==> config.mk <==
export PLATFORM = sky130hd
export DESIGN_NAME = move_requester
export DESIGN_NICKNAME = d
export VERILOG_FILES = /design/src/rtl/chess_pkg.sv /design/src/rtl/move_requester.sv
export SDC_FILE = /design/constraint.sdc
export NUM_CORES = 1
export LEC_CHECK = 0
export CORE_MARGIN = 3
export CORE_UTILIZATION = 34
export DETAILED_ROUTE_END_ITERATION = 16
export GPL_TIMING_DRIVEN = 0
export PLACE_DENSITY = 0.74
export SLEW_MARGIN = 40
export SYNTH_ARGS = -nofsm -noshare
export SYNTH_HDL_FRONTEND = slang
export SYNTH_SLANG_ARGS = --single-unit
==> constraint.sdc <==
create_clock -name clk -period 2.5 [get_ports clk]
set_clock_uncertainty 0.05 [all_clocks]
set_input_delay 0.25 -clock clk [delete_from_list [all_inputs] [get_ports clk]]
set_output_delay 0.25 -clock clk [all_outputs]
set_load 0.01 [all_outputs]
==> src/rtl/chess_pkg.sv <==
// Shared chess definitions: piece codes, colour helpers, coordinate type and
// the move_requester state encoding. Also used by board_validator's piece
// decoding, so the codes here must stay in step with it.
package chess_pkg;

  localparam logic [3:0] W_ROOK   = 4'd0;
  localparam logic [3:0] W_KNIGHT = 4'd1;
  localparam logic [3:0] W_BISHOP = 4'd2;
  localparam logic [3:0] W_QUEEN  = 4'd3;
  localparam logic [3:0] W_KING   = 4'd4;
  localparam logic [3:0] W_PAWN   = 4'd5;
  localparam logic [3:0] B_ROOK   = 4'd6;
  localparam logic [3:0] B_KNIGHT = 4'd7;
  localparam logic [3:0] B_BISHOP = 4'd8;
  localparam logic [3:0] B_QUEEN  = 4'd9;
  localparam logic [3:0] B_KING   = 4'd10;
  localparam logic [3:0] B_PAWN   = 4'd11;
  localparam logic [3:0] EMPTY    = 4'd15;

  typedef logic [2:0] coord_t;

  // state    | meaning
  // S_IDLE   | nothing selected
  // S_SRC    | source square held, waiting for destination
  // S_REQ    | request strobe to validator (one cycle)
  // S_WAIT   | waiting for validator verdict, timeout running
  // S_WR_DST | writing moved piece to destination
  // S_WR_SRC | clearing source square, turn flips
  typedef enum logic [2:0] {
    S_IDLE,
    S_SRC,
    S_REQ,
    S_WAIT,
    S_WR_DST,
    S_WR_SRC
  } mr_state_e;

  // Codes 12-14 are unused and count as empty, so they are neither colour.
  function automatic logic is_white(input logic [3:0] p);
    return p <= W_PAWN;
  endfunction

  function automatic logic is_black(input logic [3:0] p);
    return (p >= B_ROOK) && (p <= B_PAWN);
  endfunction

endpackage

==> src/rtl/move_requester.sv <==
// move_requester: initiator side of the move-check handshake.
// Collects source/destination selections from the cursor, issues a one-cycle
// request to board_validator, waits (with timeout) for its verdict, then on
// acceptance writes destination and clears source over two cycles and flips
// the turn.
// Ports:
//   clk, reset_n                 clock, async active-low reset
//   cur_x, cur_y, sel_pulse      cursor position and select strobe
//   board_in[y][x]               current board contents
//   req_*                        request to validator (req_valid strobe)
//   rsp_valid_move/output        validator verdict / verdict-ready
//   wr_en, wr_x, wr_y, wr_piece  board write port
//   white_turn, sel_active, sel_x, sel_y   game/selection status
//   busy, move_done, move_rejected, err_timeout   status and event pulses
// All outputs are registered; each output is set on the edge that enters the
// state it belongs to, so e.g. wr_en is high exactly while in the write states.
module move_requester
  import chess_pkg::*;
#(
  parameter int TIMEOUT_CYCLES = 64
) (
  input  logic                   clk,
  input  logic                   reset_n,
  input  logic [2:0]             cur_x,
  input  logic [2:0]             cur_y,
  input  logic                   sel_pulse,
  input  logic [7:0][7:0][3:0]   board_in,
  output logic [2:0]             req_old_x,
  output logic [2:0]             req_old_y,
  output logic [2:0]             req_new_x,
  output logic [2:0]             req_new_y,
  output logic [3:0]             req_piece_type,
  output logic                   req_valid,
  input  logic                   rsp_valid_move,
  input  logic                   rsp_valid_output,
  output logic                   wr_en,
  output logic [2:0]             wr_x,
  output logic [2:0]             wr_y,
  output logic [3:0]             wr_piece,
  output logic                   white_turn,
  output logic                   sel_active,
  output logic [2:0]             sel_x,
  output logic [2:0]             sel_y,
  output logic                   busy,
  output logic                   move_done,
  output logic                   move_rejected,
  output logic                   err_timeout
);

  localparam int CNT_W = $clog2(TIMEOUT_CYCLES) + 1;
  localparam logic [CNT_W-1:0] TC_LAST = CNT_W'(TIMEOUT_CYCLES - 1);

  mr_state_e        state_q;
  logic [3:0]       piece_q;
  logic [CNT_W-1:0] timer_q;
  logic [CNT_W-1:0] timer_d;
  logic [3:0]       cur_piece;
  logic             cur_own;
  logic             cur_is_src;

  assign cur_piece  = board_in[cur_y][cur_x];
  assign cur_own    = white_turn ? is_white(cur_piece) : is_black(cur_piece);
  assign cur_is_src = (cur_x == sel_x) && (cur_y == sel_y);
  // Timeout is judged on the incremented value so err_timeout lands exactly
  // TIMEOUT_CYCLES cycles after the req_valid cycle.
  assign timer_d    = timer_q + CNT_W'(1);

  always_ff @(posedge clk or negedge reset_n) begin
    if (!reset_n) begin
      state_q        <= S_IDLE;
      piece_q        <= '0;
      timer_q        <= '0;
      req_old_x      <= '0;
      req_old_y      <= '0;
      req_new_x      <= '0;
      req_new_y      <= '0;
      req_piece_type <= '0;
      req_valid      <= 1'b0;
      wr_en          <= 1'b0;
      wr_x           <= '0;
      wr_y           <= '0;
      wr_piece       <= '0;
      white_turn     <= 1'b1;
      sel_active     <= 1'b0;
      sel_x          <= '0;
      sel_y          <= '0;
      busy           <= 1'b0;
      move_done      <= 1'b0;
      move_rejected  <= 1'b0;
      err_timeout    <= 1'b0;
    end else begin
      req_valid     <= 1'b0;
      wr_en         <= 1'b0;
      move_done     <= 1'b0;
      move_rejected <= 1'b0;
      err_timeout   <= 1'b0;

      case (state_q)
        S_IDLE: begin
          if (sel_pulse && cur_own) begin
            sel_x      <= cur_x;
            sel_y      <= cur_y;
            piece_q    <= cur_piece;
            sel_active <= 1'b1;
            state_q    <= S_SRC;
          end
        end

        S_SRC: begin
          if (sel_pulse) begin
            if (cur_is_src) begin
              sel_active <= 1'b0;
              state_q    <= S_IDLE;
            end else if (cur_own) begin
              sel_x   <= cur_x;
              sel_y   <= cur_y;
              piece_q <= cur_piece;
            end else begin
              // Empty or opponent square: a capture is just a normal move.
              req_old_x      <= sel_x;
              req_old_y      <= sel_y;
              req_new_x      <= cur_x;
              req_new_y      <= cur_y;
              req_piece_type <= piece_q;
              req_valid      <= 1'b1;
              busy           <= 1'b1;
              state_q        <= S_REQ;
            end
          end
        end

        S_REQ: begin
          timer_q <= '0;
          state_q <= S_WAIT;
        end

        S_WAIT: begin
          timer_q <= timer_d;
          // A verdict takes priority over a timeout in the same cycle.
          if (rsp_valid_output) begin
            if (rsp_valid_move) begin
              wr_en    <= 1'b1;
              wr_x     <= req_new_x;
              wr_y     <= req_new_y;
              wr_piece <= piece_q;
              state_q  <= S_WR_DST;
            end else begin
              move_rejected <= 1'b1;
              sel_active    <= 1'b0;
              busy          <= 1'b0;
              state_q       <= S_IDLE;
            end
          end else if (timer_d == TC_LAST) begin
            err_timeout <= 1'b1;
            sel_active  <= 1'b0;
            busy        <= 1'b0;
            state_q     <= S_IDLE;
          end
        end

        S_WR_DST: begin
          wr_en      <= 1'b1;
          wr_x       <= sel_x;
          wr_y       <= sel_y;
          wr_piece   <= EMPTY;
          move_done  <= 1'b1;
          white_turn <= ~white_turn;
          sel_active <= 1'b0;
          state_q    <= S_WR_SRC;
        end

        S_WR_SRC: begin
          busy    <= 1'b0;
          state_q <= S_IDLE;
        end

        default: begin
          busy       <= 1'b0;
          sel_active <= 1'b0;
          state_q    <= S_IDLE;
        end
      endcase
    end
  end

endmodule

### Yosys cells after proc, flatten, opt, wreduce, memory -nomap -nowiden

Cells that the tools add are included.

| word-level totals | value |
|---|---|
| input port bits | 267 |
| bits in registers | 54 |
| ROM bits | 0 |
| logic and storage cells | 129 |
| RAM bits | 0 |
| output and inout bits | 40 |
| bits in latches | 0 |
| memories | 0 |

| cells by class | value |
|---|---|
| add/sub/neg operators | 1 |
| shift-type cells | 0 |
| reduce and logical (&&, ||, !) cells | 15 |
| $lt $le $gt $ge | 5 |
| eq/ne operators | 19 |
| $mul | 0 |
| muxes and demuxes | 63 |
| bitwise gates (word level) | 5 |
| divide/modulo/power cells | 0 |

Operators by type and width:

| cell | number |
|---|---|
| 32-bit binary-select mux with 3-bit select | 1 |
| 3-bit two-way mux | 19 |
| 32-bit two-way mux | 1 |
| 4-bit two-way mux | 7 |
| 3-bit case mux with 2 select lines | 4 |
| 1-bit two-way mux | 23 |
| 2-bit inequality test (second input constant) | 8 |
| 4-bit case mux with 2 select lines | 2 |
| 3-bit case mux with 5 select lines | 1 |
| 7-bit case mux with 2 select lines | 1 |
| 4-bit binary-select mux with 3-bit select | 1 |
| 6-bit AND reduction | 2 |
| 3-bit inequality test (second input constant) | 3 |
| 3-bit by 4-bit less-than comparator with 1-bit output (second input constant) | 2 |
| 4-bit AND reduction | 2 |
| 7-bit by 1-bit adder with 7-bit output (second input constant) | 1 |
| 7-bit by 6-bit equality test with 1-bit output (second input constant) | 1 |
| 3-bit by 2-bit equality test with 1-bit output (second input constant) | 2 |
| 3-bit equality test | 2 |
| 3-bit equality test (second input constant) | 2 |
| 2-bit nonzero test | 3 |
| 1-bit NOT | 5 |
| 5-bit AND reduction | 1 |
| 4-bit by 3-bit greater-or-equal comparator with 1-bit output (second input constant) | 1 |
| 11 further kinds | 13 |

### Longest topological paths before layout

| depth | value |
|---|---|
| depth after elaboration | 11 |
| gate-level depth with buffers | 14 |

### Worst setup path before layout

Ideal clock, no wire load.

| path | value |
|---|---|
| kind | in2reg |
| start point | input cur_y[1] |
| end point | register req_new_x[0] |
| slack | -0.901 ns |
| cell stages on the path | 11 |
| data required time | 2.325 ns |
| setup time | 0.125 ns |
| data arrival time | 3.226 ns |
| buffers on the path | 3 |
| cells stage by stage | buf_2 -> buf_2 -> mux4_2 -> and2_1 -> a211oi_2 -> nor3_1 -> nor4_4 -> nor3_4 -> a2111oi_4 -> buf_6 -> mux2_4 |

| between the ends | value |
|---|---|
| cells in the longest elaborated chain, start to end | 9 |

Ends and longest elaborated chain:

| what | line | text |
|---|---|---|
| from (decl) | move_requester.sv:25 | `input logic [2:0] cur_y,` |
| 32-bit binary-select mux with 3-bit select | move_requester.sv:61 | `assign cur_piece = board_in[cur_y][cur_x];` |
| 32-bit two-way mux (not written as such) | move_requester.sv:61 |  |
| 4-bit binary-select mux with 3-bit select | move_requester.sv:61 |  |
| 4-bit two-way mux (not written as such) | move_requester.sv:61 |  |
| 4-bit by 3-bit greater-or-equal comparator with 1-bit output or 4-bit less-or-equal comparator (tied branches) | chess_pkg.sv:44 | `return (p >= B_ROOK) && (p <= B_PAWN);` |
| 1-bit logical AND | chess_pkg.sv:44 |  |
| 1-bit two-way mux | move_requester.sv:62 | `assign cur_own = white_turn ? is_white(cur_piece) : is_black(cur_piece);` |
| 1-bit NOT (no line) | n/a |  |
| 4-bit AND reduction (no line) * | n/a |  |
| to (signal assigned) | move_requester.sv:122 | `req_new_x <= cur_x;` |
| to (decl) | move_requester.sv:30 | `output logic [2:0] req_new_x,` |

Every way passes the cells marked *; elsewhere a longest branch is shown, timed or not. The select of a mux whose other input is x is not followed.
A chain may end at the register's enable or synchronous reset.

### Final worst setup path

| path | value |
|---|---|
| start point | input cur_y[0] |
| end point | register req_old_x[0] |

| between the ends | value |
|---|---|
| cells in the longest elaborated chain, start to end | 9 |

Ends and longest elaborated chain:

| what | line | text |
|---|---|---|
| 32-bit binary-select mux with 3-bit select | move_requester.sv:61 |  |
| 32-bit two-way mux (not written as such) | move_requester.sv:61 |  |
| 4-bit binary-select mux with 3-bit select | move_requester.sv:61 |  |
| 4-bit two-way mux (not written as such) | move_requester.sv:61 |  |
| 4-bit by 3-bit greater-or-equal comparator with 1-bit output or 4-bit less-or-equal comparator (tied branches) | chess_pkg.sv:44 |  |
| 1-bit logical AND | chess_pkg.sv:44 |  |
| 1-bit two-way mux | move_requester.sv:62 |  |
| 1-bit NOT (no line) | n/a |  |
| 4-bit AND reduction (no line) * | n/a |  |
| to (signal assigned) | move_requester.sv:120 | `req_old_x <= sel_x;` |
| to (decl) | move_requester.sv:28 | `output logic [2:0] req_old_x,` |

Marks and branches as above.

==> metrics.md <==
| Metric | Value |
|---|---|
| Power per Cell Area | `between 600 and 700 nW/um^2` |
| GR Overflow Total | `0` |
| Final setup vio count | `30` |
| Pin count of the biggest net entering global routing | `31` |
| Synth Warn # | `0` |
| DR vias/cell | `approximately 5.5` |
| Std cell rows | `43` |
| First-pass GRT wire length | `~32000 um` |
| Routed length per instance | `approximately 23 um` |
| TritonCTS clock tree | `built` |
| Post-synth top area share | `0.269` |
| Nets | `between 1000 and 1500` |
| Sum Neg Setup Slack | `-9.05 ns` |
| Hold Vio Cnt, Final | `0` |
| Reg2Reg Setup Slack | `-0.09 ns` |
| Max-cap violations | `0` |
| Die width | `~130 um` |
| Clock Tree Buf Depth | `2` |
| GRT Total Usage | `0.262` |
| Post-synth EDFFs | `0` |
| Synth Area per Inst | `about 12 um^2` |
| Slew Limit Fails | `0` |
| Ranking of synthesized cells by area | `dfrtp_1 (27%), mux4_2 (21%), mux4_1 (6.4%), mux2i_1 (4.7%), mux2_2 (4.6%)` |
| Reg2Reg Depth | `8` |
| Final Power | `approximately 0.0055 W` |
| Final Wtd Congestion | `~0.94` |
| Hold slack | `0.370 ns` |
| Clock Latency Late Sink | `0.30 ns` |
| Least-Margin Pin Slew | `between 0.6 and 0.7 ns` |
| Buffers on Ports | `about 300` |
| Finished Core Util | `0.642` |
| Seq cells post-synth | `54` |
| Outcome | `finished with violations` |
| Pre-CTS WS | `-2.08 ns` |
| Async set-or-reset flop fraction in the synthesized netlist | `1.00` |
| Sequential-to-total area share from yosys stat | `0.274` |
| Unrepaired setup endpoints after global routing | `yes` |
| Worst r2r src | `white_turn` |
| Maximum VDD drop | `roughly 0.34 mV` |
| Die Y | `~130 um` |
| Die area | `16000 um^2` |
| Mapped Nets | `around 700` |
| Fmax | `343 MHz` |
| Synth cell types | `64` |
| Core Region | `14000 um^2` |
| Routed WL | `between 20000 and 25000 um` |
| Period minus WS final | `~2.9 ns` |
| Clock transition at path regs | `0.07 ns` |
| Antenna violations before repair | `7` |
| Cts bufs inserted | `5` |
| Crit Path Max Fanout | `7` |
| Final WS setup | `-0.416 ns` |
| Area Growth Syn to Fin | `83.0%` |
| Fillers | `roughly 1100` |
| Drt first-iter violations | `about 320` |
| Crit Path Class | `input port to flop` |
| Layout cell share with drive strength beyond 1 | `0.263` |
| TritonRoute pass-1 iters | `4` |
| Detailed placement HPWL | `~18000 um` |
| H-tree depth | `2` |
| Worst Setup End Kind | `flop` |
| Prevailing post-synth register cell | `dfrtp_1` |
| Arr. time, crit path | `around 3.1 ns` |
| Synthesized cell area | `between 4000 and 5000 um^2` |
| HP Class | `input port to async pin` |
| Residual DRC count | `0` |
| CTS sink cnt | `54` |
| Vias in the first global route | `~5700` |
| Reg2reg end | `req_old_x[0]` |
| Static Leak | `3.62 nW` |
| Req. time, crit path | `between 2 and 3 ns` |
| Leading area contributor after synthesis | `dfrtp_1` |
| Initial Util | `0.351` |
| Vias | `5236` |
| Final Cycle Share | `1.17` |
| Root buffer cell | `clkbuf_16` |
| CP Launch Type | `input port` |
| Violated checks | `setup timing` |
| I/O pin cnt | `slightly above 300` |
| Worst slew margin | `0.553` |
| Antenna viol nets, final | `0` |
| Post-Syn Instances | `between 400 and 500` |
[critical path, stage by stage]
cell and delay (ns):
buf_12 0.09, buf_12 0.12, buf_6 0.10, mux4_2 0.49, a32o_2 0.27, a2111oi_4 0.35
a21o_1 0.17, o211ai_1 0.17, a2111oi_4 0.37, buf_4 0.20, buf_4 0.16, mux2_4 0.30
[placed cells by master, fill, tap and decap left out, types with 5 or more instances in the layout]
cell type / synthesis / routed
clkdlybuf4s50_1: 0 / 250
mux4_2: 46 / 55
dfrtp_1: 53 / 53
dlygate4sd2_1: 0 / 44
buf_4: 8 / 29
nor2_1: 26 / 25
mux2_4: 7 / 23
mux2i_1: 23 / 20
nand2_1: 21 / 18
buf_6: 3 / 16
a21oi_1: 16 / 12
nor2b_1: 10 / 10
nand2b_1: 11 / 10
clkbuf_1: 13 / 9
o21ai_0: 9 / 9
nand3_1: 10 / 8
a22o_1: 8 / 8
diode_2: 0 / 7
inv_1: 7 / 5
buf_12: 2 / 5
buf_8: 0 / 5
a221oi_1: 5 / 5
clkbuf_16: 0 / 5
[routing by layer]
metal / up-vias / share of wire / GRT usage
met5: - / 0 / 0
met4: 0 / 0.027 / 0.0757
met3: 31 / 0.069 / 0.0531
met2: 204 / 0.54 / 0.475
met1: 2629 / 0.37 / 0.314
li1: 2372 / - / -
[how the worst max path moves through the flow]
stage | startpoint | end | slack (ns) | cells after the start
6_report | cur_y[0] | req_old_x[0] | -0.42 | 12
5_1_grt | cur_y[0] | req_new_x[0] | -0.49 | 14
4_1_cts | cur_y[0] | req_new_x[0] | -0.40 | 11
3_5_place_dp | cur_y[2] | req_new_x[0] | -2.08 | 11
3_3_place_gp | cur_y[2] | req_new_y[1] | -2.02 | 11
2_1_floorplan | cur_y[0] | req_new_x[0] | -0.78 | 10
[through the flow]
step                cells  area [um^2]
finish                950         9020
global route          950         9020
CTS                   935         8820
detailed placement    902         8260
global placement      901         8250
floorplan             418         4990
[kinds of logic (layout without fill, tap and decap cells)]
| logic type | count (synthesis) | in the layout | share of synthesized area |
|---|---|---|---|
| other | 0 | 7 | 0 |
| AO/OA/AOI/OAI | 82 | 82 | 0.129 |
| AND/OR/NAND/NOR | 119 | 119 | 0.135 |
| multiplexers | 108 | 108 | 0.388 |
| flip-flops | 54 | 54 | 0.274 |
| buffers and inverters | 45 | 390 | 0.0541 |
| adder cells (fa/ha/maj) | 2 | 2 | 0.00508 |
| XOR/XNOR | 8 | 8 | 0.0142 |
[sequential cells by signal, summed over array words and instances (netlist names), 4 cells and up]
name,count
req_piece_type,4
piece_q,4
timer_q,7
wr_piece,4
[report_power, final]
part	total (W)	leakage [nW]	internal, W	switching, W
Combinational	0.00318	2.90	0.00192	0.00125
Clock	0.000715	0.0764	0.000384	0.000331
Sequential	0.00161	0.646	0.00125	0.000360
Total	0.00551	3.62	0.00356	0.00194
[Yosys cell counts, types with 10 or more instances]
cell type	instances
dfrtp_1	53
buf_2	10
a21oi_1	16
nand3_1	10
mux4_2	46
mux2i_1	23
nor2b_1	10
nand2b_1	11
clkbuf_1	13
mux2_2	20
nand2_1	21
mux4_1	12
nor2_1	26
[what timing repair did]
item	CTS	global route
buffers inserted	22	9
pin swaps	22	13
hold endpoints to repair	28	0
setup endpoints to repair	31	31
hold buffers	1	0
gates resized for setup	129	31
cloned	2	0
[layout make-up]
cell class              instances  area (um^2)  area share
multi-input cells             319         3580       0.397
repair buffers                337         3300       0.366
flip-flops and latches         54         1350       0.150
plain buffers                  38          354      0.0393
well taps                     180          225      0.0250
clock buffers                   5          125      0.0139
inverters                       7         30.0     0.00333
clock inverters                 3         28.8     0.00319
diodes                          7         17.5     0.00194
Power figures use the tool's default switching activity.
